===== src/rtl/i2c_config_seq.sv =====
// Power-up configuration sequencer: walks a register table and issues
// one I2C write per entry, with retries and a timeout per write.
module i2c_config_seq #(
    parameter int NUM_REGS   = 16,
    parameter int IDX_W      = 4,
    parameter int PWR_DELAY  = 200,
    parameter int GAP_CYCLES = 4,
    parameter int TIMEOUT    = 64,
    parameter int MAX_RETRY  = 3
) (
    input  logic             clk,
    input  logic             rst_n,
    input  logic             go,
    output logic [IDX_W-1:0] cfg_index,
    input  logic [23:0]      cfg_entry,
    output logic             i2c_start,
    output logic [23:0]      i2c_data,
    input  logic             i2c_done,
    input  logic             i2c_error,
    output logic             busy,
    output logic             cfg_done,
    output logic             cfg_error,
    output logic [IDX_W-1:0] err_index
);

    localparam int M1      = (PWR_DELAY > TIMEOUT) ? PWR_DELAY : TIMEOUT;
    localparam int CNT_MAX = (M1 > GAP_CYCLES) ? M1 : GAP_CYCLES;
    localparam int CNT_W   = $clog2(CNT_MAX + 1);
    localparam int RTY_W   = $clog2(MAX_RETRY + 2);

    localparam logic [IDX_W-1:0] LAST_IDX = IDX_W'(NUM_REGS - 1);
    localparam logic [CNT_W-1:0] PWR_LAST = CNT_W'(PWR_DELAY - 1);
    localparam logic [CNT_W-1:0] TO_LAST  = CNT_W'(TIMEOUT - 1);
    localparam logic [CNT_W-1:0] GAP_LAST = CNT_W'(GAP_CYCLES - 1);
    localparam logic [RTY_W-1:0] RTY_MAX  = RTY_W'(MAX_RETRY);

    typedef enum logic [3:0] {
        S_PWR_WAIT,
        S_IDLE,
        S_LOAD,
        S_START,
        S_WAIT_DONE,
        S_RETRY,
        S_GAP_OK,
        S_GAP_RETRY,
        S_FINISH,
        S_FAIL
    } state_e;

    state_e             state_q, state_d;
    logic [CNT_W-1:0]   cnt_q, cnt_d;
    logic [RTY_W-1:0]   retry_q, retry_d;
    logic [IDX_W-1:0]   idx_q, idx_d;
    logic [IDX_W-1:0]   err_idx_q, err_idx_d;
    logic [23:0]        data_q, data_d;
    logic               start_q, start_d;
    logic               busy_q, busy_d;
    logic               ok_q, ok_d;
    logic               err_q, err_d;
    logic               done_q;
    logic               done_rise;

    // Only the rising edge of the master's done level completes a write.
    assign done_rise = i2c_done & ~done_q;

    assign cfg_index = idx_q;
    assign i2c_start = start_q;
    assign i2c_data  = data_q;
    assign busy      = busy_q;
    assign cfg_done  = ok_q;
    assign cfg_error = err_q;
    assign err_index = err_idx_q;

    // State and datapath registers; reset lands in the power-up delay.
    always_ff @(posedge clk or negedge rst_n) begin
        if (!rst_n) begin
            state_q   <= S_PWR_WAIT;
            cnt_q     <= '0;
            retry_q   <= '0;
            idx_q     <= '0;
            err_idx_q <= '0;
            data_q    <= '0;
            start_q   <= 1'b0;
            busy_q    <= 1'b1;
            ok_q      <= 1'b0;
            err_q     <= 1'b0;
            done_q    <= 1'b0;
        end else begin
            state_q   <= state_d;
            cnt_q     <= cnt_d;
            retry_q   <= retry_d;
            idx_q     <= idx_d;
            err_idx_q <= err_idx_d;
            data_q    <= data_d;
            start_q   <= start_d;
            busy_q    <= busy_d;
            ok_q      <= ok_d;
            err_q     <= err_d;
            done_q    <= i2c_done;
        end
    end

    // Next-state logic for the table walk, retry and timeout handling.
    always_comb begin
        state_d   = state_q;
        cnt_d     = cnt_q;
        retry_d   = retry_q;
        idx_d     = idx_q;
        err_idx_d = err_idx_q;
        data_d    = data_q;
        busy_d    = busy_q;
        ok_d      = ok_q;
        err_d     = err_q;

        case (state_q)
            S_PWR_WAIT: begin
                if (cnt_q == PWR_LAST) begin
                    cnt_d   = '0;
                    busy_d  = 1'b0;
                    state_d = S_IDLE;
                end else begin
                    cnt_d = cnt_q + CNT_W'(1);
                end
            end
            S_IDLE: begin
                if (go) begin
                    idx_d   = '0;
                    retry_d = '0;
                    ok_d    = 1'b0;
                    err_d   = 1'b0;
                    busy_d  = 1'b1;
                    state_d = S_LOAD;
                end
            end
            S_LOAD: begin
                if (cfg_entry == 24'h000000) begin
                    state_d = S_FINISH;
                end else begin
                    data_d  = cfg_entry;
                    state_d = S_START;
                end
            end
            S_START: begin
                cnt_d   = '0;
                state_d = S_WAIT_DONE;
            end
            S_WAIT_DONE: begin
                if (done_rise) begin
                    cnt_d   = '0;
                    state_d = i2c_error ? S_RETRY : S_GAP_OK;
                end else if (cnt_q == TO_LAST) begin
                    state_d = S_RETRY;
                end else begin
                    cnt_d = cnt_q + CNT_W'(1);
                end
            end
            S_RETRY: begin
                if (retry_q < RTY_MAX) begin
                    retry_d = retry_q + RTY_W'(1);
                    cnt_d   = '0;
                    state_d = S_GAP_RETRY;
                end else begin
                    err_idx_d = idx_q;
                    err_d     = 1'b1;
                    state_d   = S_FAIL;
                end
            end
            S_GAP_OK: begin
                if (cnt_q == GAP_LAST) begin
                    if (idx_q == LAST_IDX) begin
                        state_d = S_FINISH;
                    end else begin
                        idx_d   = idx_q + IDX_W'(1);
                        retry_d = '0;
                        state_d = S_LOAD;
                    end
                end else begin
                    cnt_d = cnt_q + CNT_W'(1);
                end
            end
            S_GAP_RETRY: begin
                if (cnt_q == GAP_LAST) begin
                    state_d = S_START;
                end else begin
                    cnt_d = cnt_q + CNT_W'(1);
                end
            end
            S_FINISH: begin
                ok_d    = 1'b1;
                busy_d  = 1'b0;
                state_d = S_IDLE;
            end
            S_FAIL: begin
                busy_d  = 1'b0;
                state_d = S_IDLE;
            end
            default: begin
                state_d = S_IDLE;
            end
        endcase

        // START lasts one cycle, so the pulse can never stretch to two.
        start_d = (state_d == S_START);
    end

endmodule


===== config.mk =====
export PLATFORM = sky130hd
export DESIGN_NAME = i2c_config_seq
export DESIGN_NICKNAME = d
export VERILOG_FILES = /design/src/rtl/i2c_config_seq.sv
export SDC_FILE = /design/constraint.sdc
export NUM_CORES = 1
export LEC_CHECK = 0
export CORE_MARGIN = 1
export CORE_UTILIZATION = 30
export CTS_BUF_LIST = sky130_fd_sc_hd__clkbuf_16
export DETAILED_ROUTE_END_ITERATION = 12
export PLACE_DENSITY_LB_ADDON = 0.05
export SYNTH_ARGS = -nofsm -noshare
export SYNTH_HDL_FRONTEND = slang
export SYNTH_SLANG_ARGS = --single-unit
export TNS_END_PERCENT = 100

===== constraint.sdc =====
create_clock -name clk -period 3.1 [get_ports clk]
set_clock_uncertainty 0.05 [all_clocks]
set_input_delay 0.31 -clock clk [delete_from_list [all_inputs] [get_ports clk]]
set_output_delay 0.31 -clock clk [all_outputs]
set_load 0.005 [all_outputs]

==> results_dict.tcl, run 1 <==
set metrics [dict create \
    crit_arrival_ns 2.32 \
    highest_layer "met4" \
    totalPowerFinal_w 0.00307 \
    cts_resized 0 \
    synthDistinctLibCells 54 \
    cts_setup_buffers 0 \
    diodes 0 \
    p_clk_share_pct 20.3 \
    p_per_area_mw_per_mm2 879 \
    fmax_mhz 454 \
    setup_tns_ns 0 \
    syn_area_mm2 0.00258 \
    die_area_mm2 0.00899 \
    antenna_found_initial 0 \
    vias_per_cell 4.93 \
    hold_violations 0 \
    cts_tree "built" \
    status "finished clean" \
    numCtsBuffers 5 \
    min_from "cfg_error" \
    p_sw_w 0.000981 \
    slew_headroom_pct 67.4 \
    synth-main-ff-cell "dfrtp_1" \
    cts-htree-levels 2 \
    detail-route-antenna-nets 0 \
    grt_pass1_wl_um 9950 \
    r2r_start "state_q[2]" \
    die_h_um 94.8 \
    holdPathStages 2 \
    period_share_pct 71.0 \
    detail_route.wl_per_cell_um 15.4 \
    die_w_um 94.8 \
    grt_overflow 0 \
    port_buffers 64 \
    setup_viol 0 \
    syn_nets 255 \
    hold_class "flip-flop to flip-flop" \
    rsz0062_at_grt "no" \
    hold_end "cfg_error" \
    clk_path_buf_depth 2 \
    rrSetupSlack_ns 0.90 \
    coreArea_mm2 0.00826 \
    drtIter0Drc 39 \
    maxCapViolCount 0 \
    worst_setup_path_end_kind "flip-flop" \
    cts_root_buffer "clkbuf_16" \
    io_pins 65 \
    worstPathMaxFanout 24 \
    clk_latency_ns 0.28 \
    layout_commonest_cell "clkdlybuf4s50_1" \
    worstPathRequired_ns 3.22 \
    worstMarginPinSlew_ns 0.490 \
    leakagePower_nw 1.49 \
    r2r_cells 6 \
    rows 33 \
    synthCells 223 \
    drive_gt1_share_pct 17.9 \
    avgSynthCellArea_um2 11.6 \
    clk_pin_slew_ns 0.07 \
    grt_pass1_vias 1969 \
    ir_worst_vdd_v 0.000336 \
    met1_length_um 2800 \
    fin_nets 322 \
    fin_crit_ns 2.20 \
    grt_max_degree 37 \
    p_sw_share_pct 32.0 \
    wl_met2_um 3100 \
    synth_edf_count 0 \
    drt-total-wl_um 6110 \
    synthArstFlopShare_pct 100 \
    cts_hold_buffers 1 \
    place_congestion 0.758 \
    layout_common_cells "63 x clkdlybuf4s50_1, 51 x dfrtp_1, 29 x mux2_2, 13 x nor2_1" \
    start_kind "input port" \
    internal_power_w 0.00208 \
    routed-wl-met3_um 183 \
    comb_power_share_pct 42.4 \
    crit_type "input port to flip-flop" \
    ys_seq_area_share_pct 50.4 \
    finalMaxSlewViolations 0 \
    areaGrowthSynthToFinish_pct 34.8 \
    dr.pass1.iters 4 \
    initial_core_util_pct 31.3 \
    hold_slack_ns 0.431 \
    reg2reg_to "cnt_q[6]" \
    dp_hpwl_um 4550 \
    clock-sinks 52 \
    power_frac_seq_pct 37.3 \
    drc 0 \
    grtUsageTotal_pct 14.4 \
    yosysWarnings 0 \
    ys_seq_elements 52 \
    routed-via-count 1951 \
]
-- sequential cells by signal (all words and copies together), names as in the netlist --
| signal | flops |
|---|---|
| i2c_data | 24 |
| cnt_q | 8 |
| cfg_index | 4 |
| err_index | 4 |
| state_q | 4 |
| retry_q | 3 |
| busy | 1 |
| cfg_done | 1 |
| cfg_error | 1 |
| done_q | 1 |
| i2c_start | 1 |
-- worst max-delay path: stages --
cell	delay, ns
clkdlybuf4s50_1	0.43
nor4_1	0.39
nand4_1	0.21
o211ai_2	0.25
buf_4	0.35
mux2_2	0.38
-- logic make-up (layout without fill, tap and decap cells) --
group                    after synthesis  in the layout  synth area share (%)
multiplexers                          30             30                  13.0
adder cells (fa/ha/maj)                3              3                  1.45
XOR/XNOR                               1              1                 0.339
AO/OA/AOI/OAI                         45             45                  12.4
flip-flops                            52             52                  50.4
AND/OR/NAND/NOR                       79             79                  19.1
buffers and inverters                 13             81                  3.29
-- power groups by stage --
stage          logic, W  registers, W  clock network, W
6_report        0.00130       0.00114          0.000623
5_1_grt         0.00143       0.00118          0.000674
4_1_cts         0.00132       0.00115          0.000653
3_5_place_dp    0.00131       0.00116                 0
3_3_place_gp    0.00130       0.00116                 0
2_1_floorplan  0.000784       0.00110                 0
-- worst max-delay path by stage --
stage                      start           end  slack, ns  depth (start not counted)
floorplan               cnt_q[0]  cfg_index[3]       1.26                          6
global placement    cfg_entry[1]  i2c_data[21]       0.57                          6
detailed placement  cfg_entry[1]   i2c_data[5]       0.51                          6
CTS                 cfg_entry[1]  i2c_data[17]       0.82                          6
global route        cfg_entry[1]   i2c_data[7]       0.69                          6
finish              cfg_entry[1]  i2c_data[15]       0.90                          6
-- cell type report --
type | count | area (um^2)
fillers | 820 | 4770
clock buffers | 5 | 125
repair buffers | 68 | 668
clock inverters | 3 | 42.5
flip-flops and latches | 52 | 1300
inverters | 5 | 18.8
multi-input cells | 158 | 1200
well taps | 105 | 131
-- Yosys cell counts (2+ instances only) --
master / n / area share, %
nand2b_1: 5 / 1.2
nor2b_1: 5 / 1.2
nor2_1: 13 / 1.9
a21oi_1: 6 / 1.2
a31oi_1: 2 / 0.48
o2111ai_1: 3 / 1.0
nor4b_2: 2 / 1.2
nand3_1: 10 / 1.9
nand4_1: 3 / 0.73
nand2_1: 11 / 1.6
buf_6: 4 / 1.7
o21a_1: 3 / 0.87
ha_1: 3 / 1.5
o21bai_1: 3 / 0.87
o21ai_0: 11 / 2.1
dfrtp_1: 51 / 49
nor3_1: 4 / 0.77
nor4_1: 6 / 1.5
a22o_1: 8 / 2.7
buf_2: 2 / 0.39
mux2_2: 29 / 13
and2_1: 2 / 0.48
and3b_1: 2 / 0.68
inv_1: 5 / 0.73
-- per-layer routing --
layer / vias to the layer above / global-route usage, %
met3: 2 / 2.82
met1: 952 / 18.4
met5: - / 0
li1: 966 / -
met2: 31 / 25.2
met4: 0 / 2.65
-- per-stage QoR --
| stage | instances | instance area (um^2) | setup WS, ns | utilization, % |
|---|---|---|---|---|
| after floorplan | 223 | 2580 | 1.26 | - |
| after global placement | 387 | 3310 | 0.574 | 40.1 |
| after detailed placement | 387 | 3310 | 0.506 | 40.1 |
| after CTS | 396 | 3490 | 0.818 | 42.2 |
| after global routing | 396 | 3490 | 0.688 | 42.2 |
| final | 396 | 3490 | 0.899 | 42.2 |
(Power assumes the default switching activity.)
==> inputs of run 2 (changes only) <==
Clock period 3.1 ns to 1.8 ns, I/O delays scaled along.
==> results_dict.tcl, run 2 (synthesis results as in run 1) <==
set metrics [dict create \
    routed-via-count 2285 \
    p_per_area_mw_per_mm2 1500 \
    rsz0062_at_grt "yes" \
    io_pins 65 \
    detail_route.wl_per_cell_um 15.3 \
    antenna_found_initial 0 \
    detail-route-antenna-nets 0 \
    layout_common_cells "58 x buf_4, 51 x dfrtp_1, 44 x clkdlybuf4s50_1, 26 x mux2_2, 15 x dlygate4sd2_1" \
    maxCapViolCount 0 \
    drc 0 \
    start_kind "flip-flop" \
    die_area_mm2 0.00899 \
    period_share_pct 106 \
    finalMaxSlewViolations 0 \
    p_clk_share_pct 16.7 \
    fin_crit_ns 1.91 \
    multiInputGateArea_mm2 0.00141 \
    initial_core_util_pct 31.3 \
    diodes 0 \
    worstPathRequired_ns 1.93 \
    clock-sinks 52 \
    coreArea_mm2 0.00826 \
    layout_commonest_cell "buf_4" \
    power_frac_seq_pct 28.5 \
    leakagePower_nw 1.98 \
    setup_ws_ns -0.111 \
    grtUsageTotal_pct 16.5 \
    rows 33 \
    die_w_um 94.8 \
    port_buffers 64 \
    areaGrowthSynthToFinish_pct 67.8 \
    comb_power_share_pct 54.8 \
    worst_setup_path_end_kind "flip-flop" \
    hold_violations 0 \
    failed_checks "negative setup slack" \
    grt_overflow 0 \
    regArea_mm2 0.00130 \
    drt-total-wl_um 7190 \
    grt_pass1_wl_um 11200 \
    totalPowerFinal_w 0.00650 \
    dp_hpwl_um 4980 \
    clk_path_buf_depth 2 \
    setup_tns_ns -0.743 \
    place_congestion 0.817 \
    crit_type "flip-flop to flip-flop" \
    rrSetupSlack_ns -0.11 \
    worstPathMaxFanout 8 \
    clk_pin_slew_ns 0.07 \
    grt_pass1_vias 2242 \
    setup_viol 13 \
    vias_per_cell 4.87 \
    internal_power_w 0.00441 \
    slew_headroom_pct 64.1 \
    largest_reg_flops 24 \
    p_sw_w 0.00209 \
    cts-htree-levels 2 \
    fin_nets 395 \
    crit_arrival_ns 2.04 \
    worstMarginPinSlew_ns 0.539 \
    cts_tree "built" \
    clk_latency_ns 0.29 \
    die_h_um 94.8 \
    status "complete, but fails checks" \
    hold_class "input port to flip-flop" \
    drtIter0Drc 85 \
    dr.pass1.iters 4 \
    drive_gt1_share_pct 41.2 \
    ir_worst_vdd_v 0.000597 \
    cts_root_buffer "clkbuf_16" \
    numCtsBuffers 5 \
    p_sw_share_pct 32.1 \
    num-fill-cells 760 \
    grt_max_degree 32 \
    fmax_mhz 523 \
]
run 2: stage by stage:
step | hold WS, ns | area, um^2 | util [%] | setup WS [ns] | cells
after floorplan | -0.166 | 2600 | - | 0.00711 | 223
after CTS | 0.225 | 4140 | 50.1 | -0.133 | 466
final | 0.108 | 4340 | 52.5 | -0.111 | 469
after global placement | 0.146 | 3730 | 45.2 | -0.479 | 439
after global routing | 0.119 | 4340 | 52.5 | -0.220 | 469
after detailed placement | 0.150 | 3730 | 45.2 | -0.491 | 439
run 2: layout make-up:
| cell class | instances | area share (%) |
|---|---|---|
| clock buffer | 5 | 2.89 |
| inverter | 5 | 0.433 |
| sequential | 52 | 30.0 |
| timing repair buffer | 141 | 30.2 |
| clock inverter | 3 | 0.981 |
| multi-input combinational | 158 | 32.4 |
| tap | 105 | 3.03 |
run 2: worst max-delay path: stages (launching register included):
cell and delay [ns]:
dfrtp_1 0.38, or4b_4 0.55, nor4_4 0.17, nor4b_2 0.08, buf_4 0.17, and2_4 0.16, a22o_1 0.23
run 2: what timing repair did:
action                                  CTS  global route
hold buffers                              1             0
gates cloned                              3             1
buffers inserted                         15             5
hold endpoints to repair                 20             0
pin swaps                                14            17
endpoints found under the setup margin   39            43
gates resized for setup                  35            44
run 2: final timing paths:
kind                               startpoint            to  cells after the start
worst min register to register   err_index[3]  err_index[3]                      1
worst min-delay path            cfg_entry[13]  i2c_data[13]                      2
max in group asynchronous               rst_n      cnt_q[6]                      3
worst max register to register       cnt_q[7]      cnt_q[6]                      6
min in group asynchronous               rst_n  i2c_data[10]                      2
worst max-delay path                 cnt_q[7]      cnt_q[6]                      6
run 2: per-layer routing:
metal | wire length, um | up-vias | GRT usage [%] | share of wire [%]
li1 | - | 1110 | - | -
met5 | 0 | - | 0 | 0
met1 | 3120 | 1128 | 20.6 | 43
met3 | 244 | 6 | 3.14 | 3.4
met4 | 75 | 0 | 5.93 | 1.0
met2 | 3750 | 41 | 28.1 | 52
run 2: power by group through the flow:
stage          sequential, W  combinational, W  clock [W]
4_1_cts              0.00184           0.00318    0.00113
3_5_place_dp         0.00186           0.00283          0
5_1_grt              0.00190           0.00383    0.00117
3_3_place_gp         0.00186           0.00280          0
6_report             0.00185           0.00356    0.00109
2_1_floorplan        0.00190           0.00136          0
==> inputs of run 3 (changes only) <==
Settings changed: CORE_UTILIZATION 30 to 44.
==> results_dict.tcl, run 3 (synthesis results as in run 1) <==
set metrics [dict create \
    maxCapViolCount 0 \
    die_h_um 78.7 \
    hold_violations 0 \
    numCtsBuffers 5 \
    drc 0 \
    slew_headroom_pct 66.2 \
    failed_checks "negative setup slack" \
    clk_pin_slew_ns 0.07 \
    fin_nets 374 \
    die_area_mm2 0.00619 \
    dp_hpwl_um 4520 \
    period_share_pct 108 \
    areaGrowthSynthToFinish_pct 58.6 \
    placedCellCount 394 \
    crit_type "flip-flop to flip-flop" \
    start_kind "flip-flop" \
    setup_tns_ns -0.770 \
    worstPathMaxFanout 6 \
    rows 27 \
    drt-total-wl_um 6600 \
    grt_pass1_vias 2158 \
    num-fill-cells 403 \
    grt_overflow 0 \
    p_per_area_mw_per_mm2 1500 \
    routed-via-count 2234 \
    antenna_found_initial 0 \
    layout_commonest_cell "dfrtp_1" \
    status "complete, but fails checks" \
    setup_ws_ns -0.144 \
    place_ws_ns -0.388 \
    leakagePower_nw 2.00 \
    initial_core_util_pct 46.4 \
    vias_per_cell 5.38 \
    grt_pass1_wl_um 10400 \
    detail_route.wl_per_cell_um 15.9 \
    die_w_um 78.7 \
    worst_setup_path_end_kind "flip-flop" \
    ir_worst_vdd_v 0.000860 \
    worstPathRequired_ns 1.92 \
    drive_gt1_share_pct 36.4 \
    detail-route-antenna-nets 0 \
    rsz0062_at_grt "yes" \
    coreArea_mm2 0.00557 \
    hold_class "input port to flip-flop" \
    fmax_mhz 514 \
    hold_slack_ns 0.143 \
    cts-htree-levels 2 \
    drtIter0Drc 110 \
    utilization_pct 73.6 \
    clk_latency_ns 0.29 \
    clock-sinks 52 \
    cts_tree "built" \
    cts_root_buffer "clkbuf_16" \
    port_buffers 64 \
    worstMarginPinSlew_ns 0.507 \
    dr.pass1.iters 4 \
    setup_viol 9 \
    largest_reg_flops 24 \
    clk_path_buf_depth 2 \
    io_pins 65 \
    instances_no_fill 415 \
    layout_common_cells "50 x dfrtp_1, 46 x buf_4, 40 x clkdlybuf4s50_1, 28 x mux2_2, 23 x dlymetal6s2s_1" \
    diodes 0 \
    crit_arrival_ns 2.07 \
    regArea_mm2 0.00130 \
    grt_max_degree 33 \
    multiInputGateArea_mm2 0.00134 \
    finalMaxSlewViolations 0 \
    place_congestion 0.817 \
    grtUsageTotal_pct 21.8 \
    fin_crit_ns 1.94 \
]
-- run 3: final timing paths --
path	from	end	slack [ns]	cells after the start
min in group asynchronous	rst_n	retry_q[2]	0.36	2
worst max register to register	state_q[0]	cnt_q[6]	-0.14	6
worst min register to register	cfg_error	cfg_error	0.43	2
worst min-delay path	cfg_entry[1]	i2c_data[1]	0.14	2
worst max-delay path	state_q[0]	cnt_q[6]	-0.14	6
max in group asynchronous	rst_n	busy	0.74	3
-- run 3: worst max-delay path: stages, from the launching register on --
cell and delay [ns]:
dfrtp_1 0.39, or4b_4 0.54, nor4_4 0.20, nor4b_2 0.09
buf_4 0.17, and2_4 0.16, a22o_1 0.22
-- run 3: where the power goes --
| group | internal (W) | switching (W) | total [W] |
|---|---|---|---|
| clock | 0.000654 | 0.000425 | 0.00108 |
| combinational | 0.00193 | 0.00129 | 0.00322 |
| sequential | 0.00160 | 0.000256 | 0.00186 |
-- run 3: cell type report --
| class | instances | share of cell area [%] |
|---|---|---|
| Timing Repair Buffer | 120 | 28.8 |
| Sequential cell | 52 | 31.8 |
| Multi-Input combinational cell | 158 | 32.7 |
| Clock inverter | 3 | 1.04 |
| Clock buffer | 5 | 3.05 |
| Tap cell | 72 | 2.20 |
| Inverter | 5 | 0.458 |
-- run 3: routing by layer --
layer / GRT usage (%) / vias up / share of wire, %
met5: 0 / - / 0
li1: - / 1078 / -
met4: 5.56 / 0 / 0.85
met3: 4.53 / 5 / 4.8
met2: 35.6 / 62 / 49
met1: 29.3 / 1089 / 46
-- run 3: timing repair --
item / 4_1_cts / 5_1_grt
gates resized for setup: 13 / 50
pin swaps: 9 / 12
endpoints found under the hold margin: 20 / 0
buffers inserted: 7 / 5
setup endpoints to repair: 37 / 41
cloned: 0 / 2
hold buffers: 1 / 0
-- run 3: per-stage QoR --
stage	power, W	cell area [um^2]
5_1_grt	0.00656	4100
4_1_cts	0.00586	3890
3_3_place_gp	0.00453	3600
2_1_floorplan	0.00326	2600
6_report	0.00615	4100
3_5_place_dp	0.00459	3600
